$ cat src/rtl/core_ifetch_pkg.sv
// core_ifetch_pkg: shared constants for the instruction-fetch stage
package core_ifetch_pkg;
  localparam logic [1:0] FETCH_IDLE = 2'd0;
  localparam logic [1:0] FETCH_ADDR = 2'd1;
  localparam logic [1:0] FETCH_DATA = 2'd2;
  localparam logic [31:0] INSTR_NOP = 32'h0000_0013;
  localparam logic [1:0] RRESP_OKAY = 2'b00;
endpackage

$ cat src/rtl/core_ifetch.sv
// core_ifetch: holds the PC and fetches one instruction word per controller request
module core_ifetch
  import core_ifetch_pkg::*;
#(
  parameter logic [31:0] RESET_VECTOR = 32'h0000_0000,
  parameter int TIMEOUT_CYCLES = 16
) (
  input  logic        CLK,
  input  logic        RST,
  input  logic        C_FETCH,
  input  logic        PC_WE,
  input  logic [31:0] PC_IN,
  output logic [31:0] PC,
  output logic [31:0] IMEM_ARADDR,
  output logic        IMEM_ARVALID,
  input  logic        IMEM_ARREADY,
  input  logic [31:0] IMEM_RDATA,
  input  logic [1:0]  IMEM_RRESP,
  input  logic        IMEM_RVALID,
  output logic        IMEM_RREADY,
  output logic [31:0] INSTRUCTION,
  output logic        FETCH_DONE,
  output logic        FETCH_ERR
);
  localparam int TW = $clog2(TIMEOUT_CYCLES) + 1;
  logic [1:0] state;
  logic [TW-1:0] timer;
  logic [31:0] fetch_addr;
  logic expire;
  assign fetch_addr = PC_WE ? PC_IN : PC;
  assign expire = timer == TW'(TIMEOUT_CYCLES - 1);
  // completion is tested before expiry so a response on the last allowed cycle still succeeds
  always_ff @(posedge CLK) begin
    if (RST) begin
      state <= FETCH_IDLE;
      timer <= '0;
      PC <= RESET_VECTOR;
      IMEM_ARADDR <= RESET_VECTOR;
      IMEM_ARVALID <= 1'b0;
      IMEM_RREADY <= 1'b0;
      INSTRUCTION <= INSTR_NOP;
      FETCH_DONE <= 1'b0;
      FETCH_ERR <= 1'b0;
    end else begin
      FETCH_DONE <= 1'b0;
      FETCH_ERR <= 1'b0;
      if (state == FETCH_IDLE) begin
        if (PC_WE) PC <= PC_IN;
        if (C_FETCH && fetch_addr[1:0] != 2'b00) begin
          FETCH_ERR <= 1'b1;
          INSTRUCTION <= INSTR_NOP;
        end else if (C_FETCH) begin
          state <= FETCH_ADDR;
          IMEM_ARADDR <= fetch_addr;
          IMEM_ARVALID <= 1'b1;
          timer <= '0;
        end
      end else if (state == FETCH_DATA && IMEM_RVALID && IMEM_RREADY) begin
        INSTRUCTION <= IMEM_RRESP == RRESP_OKAY ? IMEM_RDATA : INSTR_NOP;
        FETCH_DONE <= IMEM_RRESP == RRESP_OKAY;
        FETCH_ERR <= IMEM_RRESP != RRESP_OKAY;
        IMEM_RREADY <= 1'b0;
        state <= FETCH_IDLE;
      end else if (expire) begin
        FETCH_ERR <= 1'b1;
        INSTRUCTION <= INSTR_NOP;
        IMEM_ARVALID <= 1'b0;
        IMEM_RREADY <= 1'b0;
        state <= FETCH_IDLE;
      end else begin
        timer <= timer + 1'b1;
        if (state == FETCH_ADDR && IMEM_ARVALID && IMEM_ARREADY) begin
          IMEM_ARVALID <= 1'b0;
          IMEM_RREADY <= 1'b1;
          state <= FETCH_DATA;
        end
      end
    end
  end
endmodule

$ cat config.mk
export PLATFORM = sky130hd
export DESIGN_NAME = core_ifetch
export DESIGN_NICKNAME = d
export VERILOG_FILES = /design/src/rtl/core_ifetch_pkg.sv /design/src/rtl/core_ifetch.sv
export SDC_FILE = /design/constraint.sdc
export NUM_CORES = 1
export LEC_CHECK = 0
export ABC_AREA = 0
export BUFFER_PORTS_ARGS = -buffer_cell sky130_fd_sc_hd__buf_2
export CAP_MARGIN = 40
export CORE_UTILIZATION = 39
export CTS_CLUSTER_SIZE = 28
export DETAILED_ROUTE_END_ITERATION = 7
export HOLD_SLACK_MARGIN = 0.06
export PLACE_DENSITY = 0.67
export SLEW_MARGIN = 20
export SYNTH_ARGS = -nofsm -noshare
export SYNTH_HDL_FRONTEND = slang
export SYNTH_SLANG_ARGS = --single-unit
$ cat constraint.sdc
create_clock -name CLK -period 2.1 [get_ports CLK]
set_input_delay 0.42 -clock CLK [delete_from_list [all_inputs] [get_ports CLK]]
set_output_delay 0.42 -clock CLK [all_outputs]
set_load 0.02 [all_outputs]
==> results of run 1 <==
## flip-flops by register name, indices dropped and copies added, names as in the netlist
register / cells
IMEM_ARVALID: 1
FETCH_DONE: 1
timer: 5
PC: 32
INSTRUCTION: 32
IMEM_ARADDR: 32
IMEM_RREADY: 1
state: 2
FETCH_ERR: 1
## layout make-up
| class | count | area [µm²] | share of cell area [%] |
|---|---|---|---|
| flip-flops and latches | 107 | 2140 | 40.5 |
| clock buffers | 10 | 138 | 2.61 |
| clock inverters | 6 | 48.8 | 0.924 |
| well taps | 133 | 166 | 3.15 |
| inverters | 6 | 22.5 | 0.426 |
| repair buffers | 182 | 1010 | 19.1 |
| multi-input cells | 209 | 1760 | 33.3 |
## cell usage in the layout, fill, tap and decap left out, types with 3 or more instances in the layout
cell type	count
buf_2	171
dfxtp_1	107
a22o_1	60
nor2_1	36
mux2i_1	30
a211oi_2	26
clkbuf_8	10
buf_4	6
inv_1	5
nor3_1	5
nand2_1	4
a31oi_1	4
a211oi_1	4
buf_12	4
and3_1	3
o22a_1	3
## critical path: stages (launching register included)
cell,delay [ns]
dfxtp_1,0.36
ha_1,0.21
and3_1,0.18
ha_1,0.24
mux2i_2,0.24
o32ai_4,0.15
or2_1,0.29
o22a_1,0.21
## stage by stage
| step | power [µW] | utilization (%) | hold WS, ns | setup WS [ns] |
|---|---|---|---|---|
| after floorplan | 2700 | - | 0.465 | 0.216 |
| after global placement | 2930 | 50.8 | 0.456 | 0.150 |
| after detailed placement | 2950 | 51.0 | 0.460 | 0.0789 |
| after CTS | 4160 | 52.9 | 0.241 | 0.0645 |
| after global routing | 4320 | 53.1 | 0.231 | 0.0219 |
| final | 4120 | 53.1 | 0.260 | 0.111 |
## where the power goes
part	internal [µW]	switching [µW]	leakage, µW	total, µW
sequential	2130	67.1	0.000873	2200
clock	478	731	0.0000908	1210
combinational	288	420	0.00149	709
## worst max-delay path by stage
stage,cells past startpoint,to,startpoint,slack (ns)
after floorplan,7,INSTRUCTION[0]$_SDFFE_PP1P_,timer[0]$_SDFFE_PP0P_,0.22
after global placement,7,INSTRUCTION[0]$_SDFFE_PP1P_,timer[0]$_SDFFE_PP0P_,0.15
after detailed placement,7,INSTRUCTION[0]$_SDFFE_PP1P_,timer[0]$_SDFFE_PP0P_,0.08
after CTS,7,INSTRUCTION[0]$_SDFFE_PP1P_,timer[0]$_SDFFE_PP0P_,0.06
after global routing,7,INSTRUCTION[0]$_SDFFE_PP1P_,timer[0]$_SDFFE_PP0P_,0.02
final,7,INSTRUCTION[1]$_SDFFE_PP1P_,timer[0]$_SDFFE_PP0P_,0.11
## what timing repair did
| item | 4_1_cts | 5_1_grt |
|---|---|---|
| setup endpoints to repair | 0 | 7 |
| hold buffers | 0 | 0 |
| gates resized for setup | 0 | 4 |
## per-layer routing
layer | routed length [µm] | GRT usage (%) | vias to the layer above
li1 | - | - | 1637
met5 | 0 | 0 | -
met4 | 125 | 5.00 | 0
met3 | 421 | 4.01 | 10
met2 | 4820 | 29.8 | 95
met1 | 4770 | 24.5 | 1574
## synthesized netlist by cell type, drive strengths merged
cell and n:
a22o 60, nor3b 4, or3b 1, nor2b 1
a31oi 4, buf 13, nor4b 1, or4b 1
inv 6, nand4bb 1, a21o 1, nand2 4
o21ai 2, a21boi 1, a21oi 3, or2 2
o21ba 1, nand3b 1, ha 2, nand3 2
nor2 38, o32ai 1, o22a 3, nor3 5
o41ai 2, mux2i 31, and3 3, a211oi 30
nor4 2, a211o 2, clkbuf 15, dfxtp 107
## cell families after synthesis
family	count (synthesis)	share of synthesized area, %
simple gates	66	8.38
flops	107	52.7
buf+inv	34	4.74
fa+ha+maj	2	0.616
mux	31	7.64
compound gates	110	25.9
==> results.cfg, run 1 <==
[outcome]
outcome = complete, no violations

[critical_path]
required_ns = 2.35
rr_endpoint = INSTRUCTION[1]$_SDFFE_PP1P_
startpoint_type = flip-flop
worstSetupEndpointType = flip-flop
worst_r2r_path_depth = 7
arrival_ns = 2.24
rrSetupSlack_ns = 0.11
rr_startpoint = timer[0]$_SDFFE_PP0P_
critPathKind = flip-flop to flip-flop
critPathMaxFanout = 5

[synthesis]
yosysWarnings = 0
synthDistinctLibCells = 40
synth.cell_area_mm2 = 0.00406
synth_top_area_share_pct = 52.7
avgSynthCellArea_um2 = 11.6
ys_seq_area_share_pct = 52.7
synth_nets = 424
yosysTopAreaCell = dfxtp_1
netlist_instances = 350
synth_area_leaders = dfxtp_1 (53%), a22o_1 (13%), a211oi_2 (8.0%)
ys_seq_elements = 107

[route]
vias_per_cell = 5.08
drc = 0
dr.pass1.iters = 4
first_iter_violations = 142
wl_mm = 10.1
ant_nets = 0
wl_per_cell_um = 15.5
route.vias.total = 3316

[power_and_ir_drop]
leakage_uw = 0.00246
power_density_mw_per_mm2 = 779
peakVddDrop_v = 0.000419

[flow_run]
drv_cap = 0

[final_layout]
fillers = 907
fin_nets = 589
syn2layout_area_growth_pct = 30.1
drive_above_1_share_pct = 45.8
stdcell_count = 653
diodes = 0
design_area_mm2 = 0.00528

[global_route]
antenna_found_initial = 0
overflow = 0
grt_pass1_wl_mm = 16.0
grt_max_degree = 33
grt_use_total_pct = 18.3
grt_pass1_vias = 3130

[clock_network]
clock_sinks = 107
cts_setup_buffers = 0
numCtsBuffers = 9
cts_max_level = 3
clockBufferDepth = 2
clkTransAtPathRegs_ns = 0.11
cts_tree = yes
cts_root_buffer = clkbuf_8
clock_latency_ns = 0.36

[sta]
skew_ns = 0.0128
rsz0062_at_grt = no
final_max_slew_viol_count = 0
slew_headroom_pct = 61.8
hold_viol_final = 0
timing.final.crit_share_pct = 94.7
worst_pin_slew_ns = 0.571
post-route-min-period_ns = 1.99
setup_viol = 0
fin_tns_setup_ns = 0
fmax_mhz = 503

[hold_path]
hold_depth = 2
hp-class = input pin to flip-flop
hold_start = IMEM_RDATA[17]
min_to = INSTRUCTION[17]$_SDFFE_PP0P_

[floorplan]
num_io_pins = 172
core_mm2 = 0.00995
num_rows = 36
die_h_um = 104
start_util_pct = 40.8
die_w_um = 104
die_area_mm2 = 0.0108

[place]
dpl.hpwl_mm = 7.16
gp_congestion = 0.815
place_inst = 637
placed_cell_area_mm2 = 0.00508
io_buffers = 171
No activity file was read; power rests on OpenSTA's default activity.
==> inputs of run 2 (changes only) <==
--- a/config.mk
+++ b/config.mk
@@ -13,6 +13,7 @@
 export DETAILED_ROUTE_END_ITERATION = 7
 export HOLD_SLACK_MARGIN = 0.06
 export PLACE_DENSITY = 0.67
+export RECOVER_POWER = 25
 export SLEW_MARGIN = 20
 export SYNTH_ARGS = -nofsm -noshare
 export SYNTH_HDL_FRONTEND = slang
==> run 2 against run 1 <==
Net effect: combinational power down 2%; non-clock buffer count unchanged; power down 0.33%; clock skew about the same; first-iteration DRC count up 2.8%; worst hold slack worse by 0.0010 ns; final area down 1.2%; flip-flop and latch count unchanged; maximum frequency up 0.12%; worst setup slack better by 0.0023 ns.
==> results.cfg, run 2 (synthesis gave the netlist of run 1 again) <==
[outcome]
outcome = complete, no violations

[flow_run]
drv_cap = 0

[final_layout]
final_common_cell = buf_2
fin_util_pct = 52.4
stdcell_count = 653
top_regs = IMEM_ARADDR: 32 flops, INSTRUCTION: 32 flops, PC: 32 flops
layout_common_cells = buf_2 (120), dfxtp_1 (107), a22o_1 (60), clkbuf_1 (51), nor2_1 (36)
design_area_mm2 = 0.00522
diodes = 0
drive_above_1_share_pct = 36.0
fin_nets = 589
syn2layout_area_growth_pct = 28.5

[critical_path]
worst_path_most_repeated_cell = ha_1
worstSetupEndpointType = flip-flop
startpoint_type = flip-flop
max_stage_delay_ns = 0.35
rr_endpoint = INSTRUCTION[1]$_SDFFE_PP1P_
cp_num_cells = 7
critPathKind = flip-flop to flip-flop
rrSetupSlack_ns = 0.11
crit_buf_inv = 0
crit_path_end = INSTRUCTION[1]$_SDFFE_PP1P_
required_ns = 2.35
cpLargestDelayFamily = simple AND/OR/NAND/NOR gates
crit_chain = ha_1 -> and3_1 -> ha_1 -> mux2i_2 -> o32ai_4 -> or2_1 -> o22a_1
critPathMaxFanout = 5
slowest_stage = dfxtp_1
startpoint = timer[0]$_SDFFE_PP0P_
rr_startpoint = timer[0]$_SDFFE_PP0P_
arrival_ns = 2.24
worst_r2r_path_depth = 7

[sta]
hold_viol_final = 0
fin_tns_setup_ns = 0
final_max_slew_viol_count = 0
post-route-min-period_ns = 1.99
setup_viol = 0
skew_ns = 0.0126
worst_pin_slew_ns = 0.569
setup_slack_ns = 0.114
fmax_mhz = 503
timing.final.crit_share_pct = 94.6
rsz0062_at_grt = no
slew_headroom_pct = 62.0

[global_route]
grt_max_degree = 33
busiest_layer = met2
grt.met3_usage_pct = 4.01
use_met1_pct = 24.5
grt_pass1_wl_mm = 16.0
antenna_found_initial = 0
overflow = 0
grt_use_total_pct = 18.3
grtUsageMet2_pct = 29.8
grt_pass1_vias = 3130

[place]
gp_congestion = 0.815
placed_cell_area_mm2 = 0.00508
io_buffers = 171
pre_cts_slack_ns = 0.0789
place_inst = 637
dpl.hpwl_mm = 7.16

[floorplan]
die_area_mm2 = 0.0108
num_rows = 36
die_h_um = 104
core_mm2 = 0.00995
num_io_pins = 172
die_w_um = 104
start_util_pct = 40.8

[route]
wl_mm = 10.1
ant_nets = 0
drc = 0
first_iter_violations = 146
wl_per_cell_um = 15.5
route.vias.total = 3326
dr.pass1.iters = 6
vias_per_cell = 5.09

[clock_network]
cts_hold_buf = 0
clkTransAtPathRegs_ns = 0.11
clock_sinks = 107
numCtsBuffers = 9
clockBufferDepth = 2
cts_tree = yes
clock_latency_ns = 0.36
cts_max_level = 3
cts_root_buffer = clkbuf_8

[power_and_ir_drop]
power_density_mw_per_mm2 = 786
peakVddDrop_v = 0.000420
leakage_uw = 0.00225

[hold_path]
hold_depth = 2
hp-class = input pin to flip-flop
run 2: cell count changes in the layout (fill, tap and decap cells not counted):
cell / previous run / this run
clkbuf_1: 0 / 51
buf_2: 171 / 120
run 2: worst min-delay path by stage:
| stage | start | slack, ns | end |
|---|---|---|---|
| 4_1_cts | IMEM_RDATA[17] | 0.24 | INSTRUCTION[17]$_SDFFE_PP0P_ |
| 3_5_place_dp | INSTRUCTION[11]$_SDFFE_PP0P_ | 0.46 | INSTRUCTION[11]$_SDFFE_PP0P_ |
| 5_1_grt | IMEM_RDATA[27] | 0.23 | INSTRUCTION[27]$_SDFFE_PP0P_ |
| 2_1_floorplan | timer[3]$_SDFFE_PP0P_ | 0.47 | timer[3]$_SDFFE_PP0P_ |
| 6_report | IMEM_RDATA[4] | 0.26 | INSTRUCTION[4]$_SDFFE_PP1P_ |
| 3_3_place_gp | INSTRUCTION[25]$_SDFFE_PP0P_ | 0.46 | INSTRUCTION[25]$_SDFFE_PP0P_ |
run 2: where the power goes:
part           internal (µW)  switching (µW)  leakage [µW]
sequential              2130            68.8      0.000873
combinational            275             420       0.00128
clock                    478             730     0.0000908
run 2: through the flow:
step | power (µW) | hold WS (ns)
floorplan | 2700 | 0.465
global placement | 2930 | 0.456
detailed placement | 2950 | 0.460
CTS | 4160 | 0.241
global route | 4310 | 0.231
finish | 4100 | 0.259
run 2: timing repair:
action / in CTS / in global routing
setup buffers: 0 / 0
resized for setup: 0 / 4
endpoints found under the setup margin: 0 / 7
run 2: layout make-up:
type                    count  area [µm²]
fillers                   933        4740
flip-flops and latches    107        2140
multi-input cells         209        1760
repair buffers            182         945
well taps                 133         166
clock buffers              10         138
clock inverters             6        48.8
inverters                   6        22.5
run 2: per-layer routing:
layer / up-vias / part of all wire, %
li1: 1638 / -
met1: 1585 / 47
met2: 93 / 48
met3: 10 / 4.2
met4: 0 / 1.2
met5: - / 0
